`config.mk`:
```
export PLATFORM = sky130hd
export DESIGN_NAME = r4_otf_quotient_converter
export DESIGN_NICKNAME = d
export VERILOG_FILES = /design/src/rtl/r4_otf_quotient_converter.sv
export SDC_FILE = /design/constraint.sdc
export NUM_CORES = 1
export LEC_CHECK = 0
export CAP_MARGIN = 20
export CORE_UTILIZATION = 40
export CTS_CLUSTER_SIZE = 28
export DETAILED_ROUTE_END_ITERATION = 10
export SYNTH_ARGS = -nofsm -noshare
export SYNTH_HDL_FRONTEND = slang
export SYNTH_SLANG_ARGS = --single-unit
export TNS_END_PERCENT = 30
```
`constraint.sdc`:
```
create_clock -name clk -period 6.1 [get_ports clk]
set_input_delay 0.915 -clock clk [delete_from_list [all_inputs] [get_ports clk]]
set_output_delay 0.915 -clock clk [all_outputs]
set_load 0.01 [all_outputs]
```
`src/rtl/r4_otf_quotient_converter.sv`:
```
// Radix-4 on-the-fly quotient converter: folds signed digits {-2..+2}
// into Q / QM registers and returns the remainder-corrected quotient.
module r4_otf_quotient_converter #(
  parameter int QUOT_W = 32,
  parameter int CNT_W  = $clog2(QUOT_W/2) + 1
) (
  input  logic              clk,
  input  logic              rst,
  input  logic              start_valid_i,
  output logic              start_ready_o,
  input  logic [CNT_W-1:0]  iter_num_i,
  input  logic              dig_valid_i,
  output logic              dig_ready_o,
  input  logic [4:0]        quo_dig_i,
  input  logic              rem_neg_i,
  output logic              quo_valid_o,
  input  logic              quo_ready_i,
  output logic [QUOT_W-1:0] quo_o,
  output logic              err_o
);

  typedef enum logic [1:0] {
    IDLE,
    ITER,
    DONE
  } state_t;

  localparam logic [CNT_W-1:0] FULL_CNT = CNT_W'(QUOT_W/2);

  state_t state_q, state_d;
  logic [QUOT_W-1:0] q_q, q_d;
  logic [QUOT_W-1:0] qm_q, qm_d;
  logic [QUOT_W-1:0] res_q, res_d;
  logic [CNT_W-1:0] cnt_q, cnt_d;
  logic [CNT_W-1:0] tgt_q, tgt_d;
  logic err_q, err_d;

  logic start_fire, dig_fire, quo_fire;
  logic one_hot, last_dig;
  logic [4:0] dig;
  logic [QUOT_W-1:0] q_nx, qm_nx;

  assign start_fire = start_valid_i && start_ready_o;
  assign dig_fire   = dig_valid_i && dig_ready_o;
  assign quo_fire   = quo_valid_o && quo_ready_i;

  // Illegal digits fall back to 0 so the Q/QM invariant survives.
  assign one_hot = (quo_dig_i != 5'd0) &&
                   ((quo_dig_i & (quo_dig_i - 5'd1)) == 5'd0);
  assign dig      = one_hot ? quo_dig_i : 5'b00100;
  assign last_dig = (cnt_q + CNT_W'(1)) == tgt_q;

  always_comb begin
    q_nx  = {q_q[QUOT_W-3:0], 2'b00};
    qm_nx = {qm_q[QUOT_W-3:0], 2'b11};
    unique case (1'b1)
      dig[4]: begin
        q_nx  = {q_q[QUOT_W-3:0], 2'b10};
        qm_nx = {q_q[QUOT_W-3:0], 2'b01};
      end
      dig[3]: begin
        q_nx  = {q_q[QUOT_W-3:0], 2'b01};
        qm_nx = {q_q[QUOT_W-3:0], 2'b00};
      end
      dig[1]: begin
        q_nx  = {qm_q[QUOT_W-3:0], 2'b11};
        qm_nx = {qm_q[QUOT_W-3:0], 2'b10};
      end
      dig[0]: begin
        q_nx  = {qm_q[QUOT_W-3:0], 2'b10};
        qm_nx = {qm_q[QUOT_W-3:0], 2'b01};
      end
      default: begin
        q_nx  = {q_q[QUOT_W-3:0], 2'b00};
        qm_nx = {qm_q[QUOT_W-3:0], 2'b11};
      end
    endcase
  end

  always_comb begin
    state_d = state_q;
    q_d     = q_q;
    qm_d    = qm_q;
    res_d   = res_q;
    cnt_d   = cnt_q;
    tgt_d   = tgt_q;
    err_d   = err_q;
    unique case (state_q)
      IDLE: begin
        if (start_fire) begin
          state_d = ITER;
          q_d     = '0;
          qm_d    = '1;
          cnt_d   = '0;
          err_d   = 1'b0;
          tgt_d   = (iter_num_i == '0) ? FULL_CNT : iter_num_i;
        end
      end
      ITER: begin
        if (dig_fire) begin
          q_d   = q_nx;
          qm_d  = qm_nx;
          cnt_d = cnt_q + CNT_W'(1);
          err_d = err_q | ~one_hot;
          if (last_dig) begin
            state_d = DONE;
            res_d   = rem_neg_i ? qm_nx : q_nx;
          end
        end
      end
      DONE: begin
        if (quo_fire) state_d = IDLE;
      end
      default: state_d = IDLE;
    endcase
  end

  always_ff @(posedge clk) begin
    if (rst) begin
      state_q <= IDLE;
      q_q     <= '0;
      qm_q    <= '0;
      res_q   <= '0;
      cnt_q   <= '0;
      tgt_q   <= '0;
      err_q   <= 1'b0;
    end else begin
      state_q <= state_d;
      q_q     <= q_d;
      qm_q    <= qm_d;
      res_q   <= res_d;
      cnt_q   <= cnt_d;
      tgt_q   <= tgt_d;
      err_q   <= err_d;
    end
  end

  // Held low while reset is applied so no start slips in.
  assign start_ready_o = (state_q == IDLE) && !rst;
  assign dig_ready_o   = (state_q == ITER);
  assign quo_valid_o   = (state_q == DONE);
  assign quo_o         = res_q;
  assign err_o         = err_q;

endmodule
```
==> impl_metrics.env, run 1 <==
export IMPL_status="finished, final reports clean"
export IMPL_busiest_layer="met2"
export IMPL_synth_top_area_cell="dfxtp_1"
export IMPL_drc=0
export IMPL_n_antenna_cell=0
export IMPL_criticalPathCategory="in -> reg"
export IMPL_ys_ff_latch=105
export IMPL_drive_gt1_frac=0.145
export IMPL_end_kind="flop"
export IMPL_netlist_area_leader_share=0.418
export IMPL_worstMarginPinSlew_ns=1.00
export IMPL_setup_viol=0
export IMPL_synth_area_mm2=0.00503
export IMPL_synth_area_leaders="dfxtp_1, a211oi_2, mux2_2"
export IMPL_ys_flop_type="dfxtp_1"
export IMPL_grt_pass1_vias=3891
export IMPL_fin_nets=593
export IMPL_power_density_mw_per_mm2=266
export IMPL_ys_warn_count=0
export IMPL_clkTransAtPathRegs_ns=0.07
export IMPL_clk_path_buf_depth=2
export IMPL_syn_nets=575
export IMPL_clock_root_buffer="clkbuf_16"
export IMPL_seq_area_frac_synth=0.418
export IMPL_hp_class="reg -> reg"
export IMPL_slew_headroom=0.331
export IMPL_arrival_ns=3.52
export IMPL_grtUsageMet2=0.309
export IMPL_period_minus_slack_ns=3.34
export IMPL_drv_slew=0
export IMPL_grt_pass1_wl_um=19500
export IMPL_dr_pass1_iters=4
export IMPL_cts_tree="yes"
export IMPL_antenna_found_initial=0
export IMPL_maxCapViolCount=0
export IMPL_yosysMostFrequentCell="dfxtp_1"
export IMPL_final_core_util=0.483
export IMPL_insertion_delay_ns=0.34
export IMPL_gp_congestion=0.830
export IMPL_vias_per_cell=5.56
export IMPL_track_usage=0.186
export IMPL_fin_crit_sh=0.548
export IMPL_grt_use_met3=0.0349
export IMPL_place_ws_ns=2.41
export IMPL_synth_edf_count=0
export IMPL_synthCells=558
export IMPL_combinationalPowerShare=0.154
export IMPL_p_int_mw=1.13
export IMPL_ioPinCount=52
export IMPL_power_frac_clock=0.362
export IMPL_htree_levels=3
export IMPL_rsz0062_at_grt="false"
export IMPL_wl_um=11800
export IMPL_syn_area_per_cell_um2=9.02
export IMPL_cp_max_fo=20
export IMPL_die_h_um=114
export IMPL_cts_hold_buf=0
export IMPL_leakagePower_nw=1.99
export IMPL_finalSetupTns_ns=0
export IMPL_seqPwrFrac=0.484
export IMPL_crit_path_start_kind="input port"
export IMPL_chipWidth_um=114
export IMPL_area_growth_pct=16.8
export IMPL_synthTopCellsByCount="dfxtp_1, nand2_1, nor2_1"
export IMPL_numPortBuffers=51
export IMPL_dr_total_vias=4156
export IMPL_fmax_mhz=299
export IMPL_cts_setup_buffers=0
export IMPL_drt_iter0_markers=229
export IMPL_ctsResizeCount=0
export IMPL_die_area_mm2=0.0130
export IMPL_num_rows=40
export IMPL_cp_required_ns=6.28
export IMPL_grtUsageMet1=0.248
export IMPL_drtAntennaViolNets=0
export IMPL_p_sw_uw=433
export IMPL_async_flop_share=0
export IMPL_start_util=0.414
export IMPL_core_area_mm2=0.0122
export IMPL_wl_per_cell_um=15.8
export IMPL_switching_share=0.276
export IMPL_hpwl_um=7040
export IMPL_skew_ns=0.00732
export IMPL_numClockSinks=105
export IMPL_grt_overflow=0
export IMPL_hold_viol=0
export IMPL_peakVddDrop_mv=0.133
export IMPL_grt_max_degree=63
export IMPL_ys_types=40
export IMPL_worst_slack_ns=2.76
export IMPL_cts_buffers=9
sequential cells by signal, indices dropped and copies added (netlist names):
signal and flops:
q_q 30, qm_q 30, err_o 1, state_q 2
tgt_q 5, cnt_q 5, quo_o 32
worst paths after layout:
path,startpoint,end,slack (ns),cells past startpoint
worst max register to register,state_q[0],quo_o[21],3.36,4
worst min register to register,quo_o[1],quo_o[1],0.47,2
worst max-delay path,quo_dig_i[4],quo_o[18],2.76,7
worst min-delay path,quo_o[1],quo_o[1],0.47,2
critical path, cell delays in order:
cell	delay [ns]
clkdlybuf4s50_1	0.74
xnor2_1	0.19
o21ai_0	0.16
a21oi_4	0.76
buf_4	0.37
mux2i_1	0.28
a211oi_2	0.09
cell type report:
class / count / area, um2
clock buffer: 10 / 229
clock inverter: 5 / 57.6
fill: 1177 / 6280
inverter: 1 / 3.75
multi-input combinational: 400 / 2700
sequential: 105 / 2100
tap: 168 / 210
timing repair buffer: 59 / 576
placed cells by master (no fill, tap or decap), drive strengths merged, types with 2 or more instances in the layout:
cell,netlist,final
or3,4,4
clkdlybuf4s50,0,50
clkbuf,29,10
buf,23,9
xor2,4,4
a31oi,2,2
a311oi,30,30
nand2,74,74
nor3,7,7
nand3b,2,2
a211oi,33,33
dfxtp,105,105
nor2,69,69
and3,2,2
nand3,3,3
nor2b,5,5
mux2i,31,31
xnor2,7,7
mux2,28,28
o21ai,14,14
a22oi,29,29
clkinvlp,0,3
and2,4,4
nor4,3,3
a21oi,39,39
per-stage QoR:
step	power (mW)	cells	cell area [um2]	hold WS, ns
final	1.57	748	5880	0.466
after detailed placement	1.02	733	5590	0.454
after floorplan	0.940	558	5030	0.448
after global routing	1.64	748	5880	0.474
after CTS	1.58	748	5880	0.465
after global placement	1.01	732	5580	0.451
power groups by stage:
stage          combinational [mW]  clock [mW]  sequential, mW
2_1_floorplan               0.173           0           0.767
3_3_place_gp                0.238           0           0.773
3_5_place_dp                0.242           0           0.774
4_1_cts                     0.243       0.583           0.758
5_1_grt                     0.265       0.611           0.764
6_report                    0.241       0.567           0.758
layer usage:
layer	wire [um]	vias up
met5	0	-
met4	70	0
met3	431	5
met2	5800	71
met1	5510	2033
li1	-	2047
cells by family (layout without fill, tap and decap cells):
group | after synthesis | in the layout | share of synthesized area
AND/OR/NAND/NOR | 176 | 176 | 0.147
AO/OA/AOI/OAI | 153 | 153 | 0.240
flip-flops | 105 | 105 | 0.418
multiplexers | 59 | 59 | 0.124
buffers and inverters | 53 | 75 | 0.0497
XOR/XNOR | 11 | 11 | 0.0191
adder cells (fa/ha/maj) | 1 | 1 | 0.00249
Note: power is estimated with default switching activity, not from simulation.
==> inputs of run 2 (changes only) <==
==> constraint.sdc (replaced) <==
create_clock -name clk -period 2.9 [get_ports clk]
set_input_delay 0.435 -clock clk [delete_from_list [all_inputs] [get_ports clk]]
set_output_delay 0.435 -clock clk [all_outputs]
set_load 0.01 [all_outputs]
==> run 2 against run 1 <==
Net effect: clock power is 120% higher; non-clock buffer count is 6 higher; sequential cell count stayed put; critical path type is now reg -> reg; highest routed layer unchanged; via count is 1.0% higher; global-route usage is 0.72 points higher.
==> impl_metrics.env, run 2 (same netlist as run 1, synthesis figures left out) <==
export IMPL_slew_headroom=0.450
export IMPL_power_mw=3.39
export IMPL_ctsResizeCount=0
export IMPL_power_density_mw_per_mm2=565
export IMPL_hp_class="reg -> reg"
export IMPL_hold_viol=0
export IMPL_peakVddDrop_mv=0.297
export IMPL_cp_startpoint="cnt_q[0]"
export IMPL_start_util=0.414
export IMPL_crit_path_start_kind="flop"
export IMPL_r2r_cells=6
export IMPL_final_common_cell="dfxtp_1"
export IMPL_cts_hold_buf=0
export IMPL_cts_tree="yes"
export IMPL_drt_iter0_markers=218
export IMPL_finalSetupTns_ns=0
export IMPL_worstMarginPinSlew_ns=0.825
export IMPL_worst_slack_ns=0.605
export IMPL_place_ws_ns=0.322
export IMPL_drtAntennaViolNets=0
export IMPL_clock_root_buffer="clkbuf_16"
export IMPL_cp_max_fo=24
export IMPL_end_kind="flop"
export IMPL_track_usage=0.193
export IMPL_antenna_found_initial=0
export IMPL_final_cells=755
export IMPL_grt_overflow=0
export IMPL_rsz0062_at_grt="false"
export IMPL_die_area_mm2=0.0130
export IMPL_numClockSinks=105
export IMPL_maxCapViolCount=0
export IMPL_skew_ns=0.0109
export IMPL_num_rows=40
export IMPL_drc=0
export IMPL_grt_pass1_wl_um=20300
export IMPL_wl_um=12200
export IMPL_period_minus_slack_ns=2.29
export IMPL_place_area_mm2=0.00568
export IMPL_ioPinCount=52
export IMPL_htree_levels=3
export IMPL_n_antenna_cell=0
export IMPL_vias_per_cell=5.56
export IMPL_insertion_delay_ns=0.34
export IMPL_worstReg2RegStart="cnt_q[0]"
export IMPL_dr_total_vias=4199
export IMPL_cts_buffers=9
export IMPL_criticalPathCategory="reg -> reg"
export IMPL_dp_cells=739
export IMPL_hpwl_um=7090
export IMPL_die_h_um=114
export IMPL_arrival_ns=2.48
export IMPL_grt_max_degree=83
export IMPL_clkTransAtPathRegs_ns=0.07
export IMPL_fmax_mhz=436
export IMPL_drive_gt1_frac=0.157
export IMPL_grt_pass1_vias=4048
export IMPL_setup_viol=0
export IMPL_hold_ws_ns=0.470
export IMPL_endpoint="quo_o[6]"
export IMPL_fin_crit_sh=0.791
export IMPL_leakagePower_nw=2.05
export IMPL_core_area_mm2=0.0122
export IMPL_worst_r2r_endpoint="quo_o[6]"
export IMPL_chipWidth_um=114
export IMPL_numPortBuffers=51
export IMPL_fin_nets=599
export IMPL_wl_per_cell_um=16.2
export IMPL_dr_pass1_iters=4
export IMPL_area_growth_pct=19.0
export IMPL_gp_congestion=0.788
export IMPL_final_area_mm2=0.00599
export IMPL_n_fill_cell=1160
export IMPL_cp_required_ns=3.09
export IMPL_r2r_slack_ns=0.61
export IMPL_final_cell_mix="dfxtp_1, nand2_1, nor2_1"
export IMPL_drv_slew=0
export IMPL_status="finished, final reports clean"
export IMPL_final_core_util=0.492
export IMPL_clk_path_buf_depth=2
export IMPL_largest_reg_flops=32
export IMPL_cts_setup_buffers=0
run 2: cell count changes in the layout (fill, tap and decap cells not counted), sizes merged:
cell / previous run / this run
inv: 1 / 3
buf: 9 / 15
clkinvlp: 3 / 2
run 2: critical path, stage by stage (launching register included):
cell and delay (ns):
dfxtp_1 0.36, ha_1 0.27, or3_1 0.43, a311oi_4 0.31, and2_2 0.41, buf_12 0.25
a211oi_2 0.09
run 2: layout make-up:
type	count	area, um2	share of cell area
clock inverters	6	73.8	0.0123
multi-input cells	400	2700	0.450
clock buffers	10	239	0.0399
well taps	168	210	0.0351
repair buffers	65	663	0.111
flip-flops and latches	105	2100	0.351
inverters	1	3.75	0.000627
run 2: routing by layer:
layer | up-vias | global-route usage | wire, um
li1 | 2067 | - | -
met5 | - | 0 | 0
met4 | 0 | 0.0537 | 110
met1 | 2056 | 0.255 | 5910
met2 | 66 | 0.329 | 5790
met3 | 10 | 0.0286 | 410
run 2: worst min path at each step:
stage                  start       end  slack [ns]  cells after the start
floorplan           tgt_q[0]  tgt_q[0]        0.45                      2
global placement    quo_o[1]  quo_o[1]        0.46                      2
detailed placement  quo_o[1]  quo_o[1]        0.46                      2
CTS                 quo_o[1]  quo_o[1]        0.47                      2
global route        quo_o[1]  quo_o[1]        0.50                      2
finish              quo_o[1]  quo_o[1]        0.47                      2
run 2: where the power goes:
part,switching [mW],internal (mW)
clock,0.561,0.704
sequential,0.0708,1.52
combinational,0.317,0.210
total,0.949,2.44
